--- src/rtl/ldst_map_pkg.sv ---
// Memory map and shared enums for the load/store bus controller and its
// address decoder.
package ldst_map_pkg;

    localparam int MAP_MEM_WORDS = 1024;
    localparam int MAP_PS2_BASE  = 1036;
    localparam int MAP_PS2_LAST  = 1039;

    typedef enum logic [1:0] {
        REG_MEM      = 2'd0,
        REG_PS2      = 2'd1,
        REG_UNMAPPED = 2'd2
    } region_t;

    typedef enum logic [2:0] {
        ST_IDLE     = 3'd0,
        ST_MEM_ACC  = 3'd1,
        ST_MEM_WAIT = 3'd2,
        ST_PS2_REQ  = 3'd3,
        ST_RESP     = 3'd4
    } state_t;

endpackage

--- src/rtl/addr_region_decode.sv ---
// Pure combinational word-address to region decoder, shared by the load/store
// controller, the fetch path and the debugger.
module addr_region_decode
    import ldst_map_pkg::*;
#(
    parameter int ADDR_W    = 32,
    parameter int MEM_WORDS = MAP_MEM_WORDS,
    parameter int PS2_BASE  = MAP_PS2_BASE,
    parameter int PS2_LAST  = MAP_PS2_LAST
) (
    input  logic [ADDR_W-1:0] addr_i,
    output region_t           region_o
);

    // Unsigned compare; the hole between memory and the PS2 window is unmapped.
    always_comb begin
        region_o = REG_UNMAPPED;
        if (addr_i < ADDR_W'(MEM_WORDS)) begin
            region_o = REG_MEM;
        end else if ((addr_i >= ADDR_W'(PS2_BASE)) && (addr_i <= ADDR_W'(PS2_LAST))) begin
            region_o = REG_PS2;
        end else begin
            region_o = REG_UNMAPPED;
        end
    end

endmodule

--- src/rtl/ldst_bus_controller.sv ---
// Load/store sequencer: routes one core request at a time to data memory or
// the PS/2 register window, stalls the core and returns a one-cycle response.
module ldst_bus_controller
    import ldst_map_pkg::*;
#(
    parameter int ADDR_W      = 32,
    parameter int DATA_W      = 32,
    parameter int MEM_WORDS   = MAP_MEM_WORDS,
    parameter int PS2_BASE    = MAP_PS2_BASE,
    parameter int PS2_LAST    = MAP_PS2_LAST,
    parameter int MEM_LATENCY = 1,
    parameter int PS2_TIMEOUT = 16
) (
    input  logic                         clk,
    input  logic                         rst,
    input  logic                         req_valid,
    input  logic                         req_write,
    input  logic [ADDR_W-1:0]            req_addr,
    input  logic [DATA_W-1:0]            req_wdata,
    output logic                         req_ready,
    output logic                         stall,
    output logic                         resp_valid,
    output logic [DATA_W-1:0]            resp_rdata,
    output logic                         resp_err,
    output logic                         mem_en,
    output logic                         mem_we,
    output logic [$clog2(MEM_WORDS)-1:0] mem_addr,
    output logic [DATA_W-1:0]            mem_wdata,
    input  logic [DATA_W-1:0]            mem_rdata,
    output logic                         ps2_sel,
    output logic [1:0]                   ps2_reg,
    input  logic                         ps2_ack,
    input  logic [DATA_W-1:0]            ps2_rdata
);

    localparam int         MEM_AW      = $clog2(MEM_WORDS);
    localparam logic [1:0] PS2_BASE_LO = 2'(PS2_BASE);

    state_t              state_q, state_d;
    logic [MEM_AW-1:0]   addr_q, addr_d;
    logic                write_q, write_d;
    logic [DATA_W-1:0]   wdata_q, wdata_d;
    logic [DATA_W-1:0]   rdata_q, rdata_d;
    logic                err_q, err_d;
    logic [31:0]         cnt_q, cnt_d;
    region_t             req_region_s;

    addr_region_decode #(
        .ADDR_W    (ADDR_W),
        .MEM_WORDS (MEM_WORDS),
        .PS2_BASE  (PS2_BASE),
        .PS2_LAST  (PS2_LAST)
    ) u_decode (
        .addr_i   (req_addr),
        .region_o (req_region_s)
    );

    // State and transaction registers; reset abandons any in-flight access.
    always_ff @(posedge clk) begin
        if (rst) begin
            state_q <= ST_IDLE;
            addr_q  <= '0;
            write_q <= 1'b0;
            wdata_q <= '0;
            rdata_q <= '0;
            err_q   <= 1'b0;
            cnt_q   <= 32'd0;
        end else begin
            state_q <= state_d;
            addr_q  <= addr_d;
            write_q <= write_d;
            wdata_q <= wdata_d;
            rdata_q <= rdata_d;
            err_q   <= err_d;
            cnt_q   <= cnt_d;
        end
    end

    // Next-state and capture logic; cnt_q times both the memory wait and the PS2 timeout.
    always_comb begin
        state_d = state_q;
        addr_d  = addr_q;
        write_d = write_q;
        wdata_d = wdata_q;
        rdata_d = rdata_q;
        err_d   = err_q;
        cnt_d   = cnt_q;
        case (state_q)
            ST_IDLE: begin
                if (req_valid) begin
                    addr_d  = req_addr[MEM_AW-1:0];
                    write_d = req_write;
                    wdata_d = req_wdata;
                    rdata_d = '0;
                    cnt_d   = 32'd0;
                    case (req_region_s)
                        REG_MEM: begin
                            err_d   = 1'b0;
                            state_d = ST_MEM_ACC;
                        end
                        REG_PS2: begin
                            // The PS2 window is read-only.
                            err_d   = req_write;
                            state_d = req_write ? ST_RESP : ST_PS2_REQ;
                        end
                        default: begin
                            err_d   = 1'b1;
                            state_d = ST_RESP;
                        end
                    endcase
                end else begin
                    state_d = ST_IDLE;
                end
            end
            ST_MEM_ACC: begin
                if (write_q) begin
                    state_d = ST_RESP;
                end else begin
                    cnt_d   = 32'd0;
                    state_d = ST_MEM_WAIT;
                end
            end
            ST_MEM_WAIT: begin
                if (cnt_q == 32'(MEM_LATENCY - 1)) begin
                    rdata_d = mem_rdata;
                    state_d = ST_RESP;
                end else begin
                    cnt_d = cnt_q + 32'd1;
                end
            end
            ST_PS2_REQ: begin
                if (ps2_ack) begin
                    rdata_d = ps2_rdata;
                    err_d   = 1'b0;
                    state_d = ST_RESP;
                end else if (cnt_q == 32'(PS2_TIMEOUT - 1)) begin
                    rdata_d = '0;
                    err_d   = 1'b1;
                    state_d = ST_RESP;
                end else begin
                    cnt_d = cnt_q + 32'd1;
                end
            end
            ST_RESP: begin
                rdata_d = '0;
                err_d   = 1'b0;
                state_d = ST_IDLE;
            end
            default: begin
                state_d = ST_IDLE;
            end
        endcase
    end

    // Outputs decode from state; every output is forced low while rst is high.
    always_comb begin
        req_ready  = 1'b0;
        stall      = 1'b0;
        resp_valid = 1'b0;
        resp_rdata = '0;
        resp_err   = 1'b0;
        mem_en     = 1'b0;
        mem_we     = 1'b0;
        mem_addr   = '0;
        mem_wdata  = '0;
        ps2_sel    = 1'b0;
        ps2_reg    = 2'd0;
        if (!rst) begin
            case (state_q)
                ST_IDLE: begin
                    req_ready = 1'b1;
                    stall     = req_valid;
                end
                ST_MEM_ACC: begin
                    stall     = 1'b1;
                    mem_en    = 1'b1;
                    mem_we    = write_q;
                    mem_addr  = addr_q;
                    mem_wdata = write_q ? wdata_q : '0;
                end
                ST_MEM_WAIT: begin
                    stall    = 1'b1;
                    mem_addr = addr_q;
                end
                ST_PS2_REQ: begin
                    stall   = 1'b1;
                    ps2_sel = 1'b1;
                    ps2_reg = addr_q[1:0] - PS2_BASE_LO;
                end
                ST_RESP: begin
                    resp_valid = 1'b1;
                    resp_rdata = rdata_q;
                    resp_err   = err_q;
                end
                default: begin
                    stall = 1'b0;
                end
            endcase
        end else begin
            stall = 1'b0;
        end
    end

endmodule

--- config.mk ---
export PLATFORM = sky130hd
export DESIGN_NAME = ldst_bus_controller
export DESIGN_NICKNAME = d
export VERILOG_FILES = /design/src/rtl/ldst_map_pkg.sv /design/src/rtl/addr_region_decode.sv /design/src/rtl/ldst_bus_controller.sv
export SDC_FILE = /design/constraint.sdc
export NUM_CORES = 1
export LEC_CHECK = 0
export ABC_CLOCK_PERIOD_IN_PS = 2700
export CORE_ASPECT_RATIO = 2
export CORE_UTILIZATION = 55
export CTS_CLUSTER_DIAMETER = 30
export DETAILED_ROUTE_END_ITERATION = 8
export DONT_BUFFER_PORTS = 1
export PLACE_DENSITY_LB_ADDON = 0.15
export SLEW_MARGIN = 30
export SYNTH_ARGS = -nofsm -noshare
export SYNTH_HDL_FRONTEND = slang
export SYNTH_SLANG_ARGS = --single-unit
export TNS_END_PERCENT = 10
--- constraint.sdc ---
create_clock -name clk -period 2.7 [get_ports clk]
set_clock_uncertainty 0.05 [all_clocks]
set_input_delay 0.405 -clock clk [delete_from_list [all_inputs] [get_ports clk]]
set_output_delay 0.405 -clock clk [all_outputs]
set_load 0.005 [all_outputs]
## Word level (Yosys, flattened, before mapping)

Index checks and enable logic that the tools add are counted.

- Bits in registers: 111
- Word-level logic and storage cells: 86
- Input port bits: 133

- Add/sub/neg operators: 1
- Mux-type cells: 48
- Magnitude comparators: 3
- Equality and inequality tests: 13
- Reduce and logical (&&, ||, !) cells: 14

Operators with widths:

| operator | count |
|---|---|
| $mux 32 | 13 |
| $pmux 32 s4 | 2 |
| $add 32x1->32 const B | 1 |
| $eq 32x4->1 const B | 1 |
| $ge 32x11->1 const B | 1 |
| $le 32x11->1 const B | 1 |
| $logic_not 32->1 | 1 |
| $lt 32x11->1 const B | 1 |
| $mux 10 | 2 |
| $mux 3 | 6 |
| $mux 1 | 16 |
| $ne 2x2->1 const B | 6 |
| $pmux 3 s4 | 1 |
| $mux 2 | 4 |
| $reduce_bool 4->1 | 2 |
| $eq 3x2->1 const B | 2 |
| $pmux 3 s2 | 1 |
| $reduce_and 6->1 | 1 |
| $pmux 1 s2 | 2 |
| $reduce_and 2->1 | 2 |
| $reduce_and 4->1 | 1 |
| $eq 3x1->1 const B | 1 |
| $eq 3x3->1 const B | 1 |
| $logic_not 3->1 | 1 |
| other kinds (9) | 9 |

## Logic depth before layout (Yosys ltp)

- Depth in word-level cells: 8
- Mapped depth: 9

## By module

Synthesis repeated with hierarchy kept, for this count alone.

- Cells, all modules: 764
- Area, all modules: 6,239.7 sq um

Modules (own cells, without submodules):

| module | area each (sq um) | instances | cells each |
|---|---|---|---|
| ldst_bus_controller | 6,125.9 | 1 | 750 |
| addr_region_decode | 113.9 | 1 | 14 |

## Worst setup path before layout

OpenSTA, ideal clock, no wires.

- Kind: reg2reg
- From: register write_q
- To: register cnt_q[29]
- Required time: 2.579 ns
- Cell stages (with the launch flop): 9
- Path buffers: 3
- Arrival time: 2.017 ns
- Period minus slack after synthesis: 2.138 ns
- Slack: 0.562 ns
- Library setup time: 0.071 ns
- Cells stage by stage: dfxtp_1 > buf_6 > mux2_4 > a2111oi_4 > buf_6 > nand2_4 > buf_6 > or4_1 > a21oi_1

- Cells in the longest elaborated chain, start to end: 2

Ends and longest elaborated chain:

| what | line | source |
|---|---|---|
| start, declared | ldst_bus_controller.sv:41 | `logic write_q, write_d;` |
| start signal, assigned | ldst_bus_controller.sv:71 | `write_q <= write_d;` |
| $ne 2x2->1 (no line) | n/a |  |
| $reduce_and 6->1 (no line) | n/a |  |
| end signal, assigned | ldst_bus_controller.sv:75 | `cnt_q <= cnt_d;` |
| end, declared | ldst_bus_controller.sv:45 | `logic [31:0] cnt_q, cnt_d;` |

Every way passes these cells.
A chain may end at the register's enable or synchronous reset.

## Final worst setup path

- From: register state_q[1]
- To: register cnt_q[28]

- Cells in the longest elaborated chain, start to end: 3
- Elaborated cells on any way between the ends: 12
- Those cells by class: eq/ne (8); mux (1); reduce/logical (3)

Ends and longest elaborated chain:

| what | line | source |
|---|---|---|
| start, declared | ldst_bus_controller.sv:39 | `state_t state_q, state_d;` |
| start signal, assigned | ldst_bus_controller.sv:69 | `state_q <= state_d;` |
| $eq 3x2->1 (tied with other cells) | ldst_bus_controller.sv:88 | `case (state_q)` |
| $reduce_bool 4->1 (no line) / $ne 2x2->1 (equally long branches) | n/a |  |
| $reduce_and 6->1 (no line) | n/a |  |

Several ways; a longest one is shown, not always the timed one.

==> results.yml <==
finish:
  finalNetCount: 804
  drive_gt1_share_pct: 7.143
  num_antenna_cells: 0
  instances_no_fill: 804
  signed_area_change_from_the_synthesized_netlist_to_the_final_layout_pct: 7.050
sta:
  rsz0062_at_grt: "no"
  finalHoldViolCount: 0
  final-max-slew-violation-count: 0
  max_slew.worst_pin.slew_ps: 723.3
  fin_crit_ps: 2426
  finalCritPeriodShare_pct: 89.84
  finish_stage_setup_viols: 0
  max-slew-margin-rel_pct: 51.41
  fmax_mhz: 412.2
  tns_ps: 0
worst_hold_path:
  worst_hold_path_type: "primary input to flop"
  worst_hold_startpoint: "rst"
  whs_path_depth: 1
  min_to: "addr_q[5]$_SDFFE_PP0P_"
die:
  initial_utilization_pct: 56.72
  placementRows: 51
  boundaryPins: 216
  fp.dieArea_sq_um: 10430
  fp.coreArea_sq_um: 9699
  die_span_y_um: 143.4
  die_w_um: 72.72
synthesis:
  synth_nets: 830
  ys_dominant_reg_cell: "sky130_fd_sc_hd__dfxtp_1"
  dominant_cells_by_area_after_synthesis: "sky130_fd_sc_hd__dfxtp_1 40%, sky130_fd_sc_hd__a21oi_1 8.5%, sky130_fd_sc_hd__nand2_1 7.0%, sky130_fd_sc_hd__and2_1 5.6%, sky130_fd_sc_hd__a211oi_1 4.6%"
  sequential_cell_area_fraction_in_the_yosys_report_pct: 40.39
  synth_enable_flop_cells: 0
  synth.yosys.warnings: 0
  syn-cell-area_sq_um: 5502
  area_share_of_the_largest_cell_type_after_synthesis_pct: 40.39
  netlist-cell-type-count: 48
  synthCells: 695
  ys_seq_elements: 111
  synth.avg_cell_area_sq_um: 7.916
  synthMostInstantiatedCell: "sky130_fd_sc_hd__dfxtp_1"
  synth-async-reset-ratio_pct: 0
  synth_top_cell_by_area: "sky130_fd_sc_hd__dfxtp_1"
  post_synth_most_frequent_cells: "111 x sky130_fd_sc_hd__dfxtp_1, 102 x sky130_fd_sc_hd__nand2_1, 93 x sky130_fd_sc_hd__a21oi_1"
critical_path:
  criticalPathCategory: "flop to flop"
  r2r-start: "state_q[1]$_SDFFE_PP0P_"
  cp_data_arrival_time_ps: 2650
  end_kind: "flop"
  cp_max_fo: 13
  ff2ff_setup_slack_ps: 270
  worstSetupStartpointType: "flop"
  r2r-end: "cnt_q[28]$_SDFFE_PP0P_"
  crit_required_ps: 2920
  ff2ff_path_depth: 5
placed_design:
  placedCellCount: 790
  io_buffer_count: 0
  hpwlAfterDp_um: 10970
  routabilityCongestion: 0.9163
routing:
  drt_iter0_markers: 357
  drtPass1Iterations: 5
  ant_nets: 0
  vias_cell: 6.311
  drc_errors: 0
  detailed_route_via_count: 5074
  wl_per_cell_um: 18.85
  totalWireLength_um: 15150
power:
  p_leak_nw: 2.089
  cellPowerDensity_nw_per_um2: 540.9
  switching_share_pct: 24.19
  irDropWorstVdd_mv: 0.4216
  share_seq_of_total_power_pct: 54.6
  power.share.clock_pct: 38.6
  share_comb_of_total_power_pct: 6.8
  switchingPower_w: 0.0007705
  power_internal_w: 0.002415
cts:
  post-cts-setup-buffers: 0
  cts-resized-gates: 0
  clock_tree_from_tritoncts: "yes"
  cts.path.max_buffers: 2
  hold_buffers: 0
  cts-buffers-inserted: 9
  clock_sink_count: 111
  ctsHtreeMaxLevel: 3
  cts_root_buf: "sky130_fd_sc_hd__clkbuf_16"
  clk_pin_slew_worst_paths_ps: 70
  insertion_delay_ps: 340
global_route:
  grt.total_usage_pct: 28.34
  antenna_found_initial: 0
  grt_start_max_net_pins: 82
  remaining_global_route_overflow: 0
  grt_pass1_wl_um: 22980
  first_global_vias: 4789
outcome:
  outcome: "completed"
job:
  drv.max_cap_violation_count: 0
==> sequential cells by signal, summed over array words and instances, names as in the netlist <==
signal	count
cnt_q	32
state_q	3
addr_q	10
rdata_q	32
wdata_q	32
write_q	1
err_q	1
==> worst max-delay path, stage by stage, from the launching register on <==
cell	delay, ps
sky130_fd_sc_hd__dfxtp_1	550
sky130_fd_sc_hd__mux2_4	370
sky130_fd_sc_hd__a2111oi_4	390
sky130_fd_sc_hd__nand2_1	270
sky130_fd_sc_hd__or4_1	570
sky130_fd_sc_hd__a21oi_1	160
==> logic make-up (layout without fill, tap and decap cells) <==
family                   count (synthesis)  after routing  synth area share [%]
AO/OA/AOI/OAI                          193            193                 21.99
XOR/XNOR                                16             16                 2.547
adder cells (fa/ha/maj)                  2              2                0.4548
buffers and inverters                   67             44                 5.117
flip-flops                             111            111                 40.39
multiplexers                             1              1                0.2728
AND/OR/NAND/NOR                        305            305                 29.22
==> stage by stage <==
step | setup slack (ps) | hold slack [ps] | total power, W | instance area, sq um | utilization [%]
6_report | 274.2 | 70.40 | 0.003185 | 5889 | 60.72
4_1_cts | 277.2 | 66.30 | 0.003203 | 5889 | 60.72
3_5_place_dp | 317.1 | 385.6 | 0.001994 | 5619 | 57.93
3_3_place_gp | 404.0 | 381.1 | 0.001984 | 5619 | 57.93
5_1_grt | 107.6 | 66.97 | 0.003315 | 5889 | 60.72
2_1_floorplan | 562.3 | 381.7 | 0.001951 | 5502 | -
==> cells in the final DEF (no fill, tap or decap), types with 3 or more instances in the layout <==
cell,netlist,layout
sky130_fd_sc_hd__a22oi_1,32,32
sky130_fd_sc_hd__and3_1,37,37
sky130_fd_sc_hd__o31ai_1,5,5
sky130_fd_sc_hd__and4_1,3,3
sky130_fd_sc_hd__and2_1,49,49
sky130_fd_sc_hd__or3_1,8,8
sky130_fd_sc_hd__nand4_1,13,13
sky130_fd_sc_hd__o21ai_0,15,14
sky130_fd_sc_hd__xor2_1,11,11
sky130_fd_sc_hd__nand3_1,15,15
sky130_fd_sc_hd__or4_1,8,8
sky130_fd_sc_hd__buf_4,0,20
sky130_fd_sc_hd__a21oi_1,93,93
sky130_fd_sc_hd__nor3_1,13,13
sky130_fd_sc_hd__clkbuf_16,0,9
sky130_fd_sc_hd__clkinv_4,0,3
sky130_fd_sc_hd__inv_1,9,9
sky130_fd_sc_hd__a211oi_1,34,34
sky130_fd_sc_hd__dfxtp_1,111,111
sky130_fd_sc_hd__nand2_1,102,102
sky130_fd_sc_hd__xnor2_1,5,5
sky130_fd_sc_hd__nand2b_1,4,4
sky130_fd_sc_hd__nor4_1,16,16
sky130_fd_sc_hd__nor2_1,23,22
==> worst max path at each step <==
| stage | start | endpoint | slack [ps] |
|---|---|---|---|
| finish | state_q[1]$_SDFFE_PP0P_ | cnt_q[28]$_SDFFE_PP0P_ | 270 |
| global route | state_q[1]$_SDFFE_PP0P_ | cnt_q[28]$_SDFFE_PP0P_ | 110 |
| CTS | state_q[1]$_SDFFE_PP0P_ | cnt_q[28]$_SDFFE_PP0P_ | 280 |
| detailed placement | state_q[1]$_SDFFE_PP0P_ | cnt_q[26]$_SDFFE_PP0P_ | 320 |
| global placement | state_q[1]$_SDFFE_PP0P_ | cnt_q[20]$_SDFFE_PP0P_ | 400 |
| floorplan | write_q$_SDFFE_PP0P_ | cnt_q[29]$_SDFFE_PP0P_ | 560 |
==> power by group through the flow <==
stage                     Clock [W]  Sequential [W]  Combinational (W)
after global placement            0         0.00177           0.000210
after CTS                   0.00125         0.00174           0.000216
after global routing        0.00133         0.00175           0.000241
after floorplan                   0         0.00176           0.000187
after detailed placement          0         0.00178           0.000217
final                       0.00123         0.00174           0.000216
==> layout make-up <==
| cell class | count | area, sq um |
|---|---|---|
| Clock buffer | 9 | 225.2 |
| Clock inverter | 5 | 45.04 |
| Fill cell | 945 | 3810 |
| Inverter | 9 | 33.78 |
| Multi-Input combinational cell | 517 | 3028 |
| Sequential cell | 111 | 2222 |
| Tap cell | 132 | 165.2 |
| Timing Repair Buffer | 21 | 170.2 |
==> routing by layer <==
metal	track usage [%]	share of wire [%]
met5	0	0
met4	17.65	5.2
met3	5.119	6.0
met2	50.47	53
met1	30.03	36
Note: power is estimated with default switching activity, not from simulation.
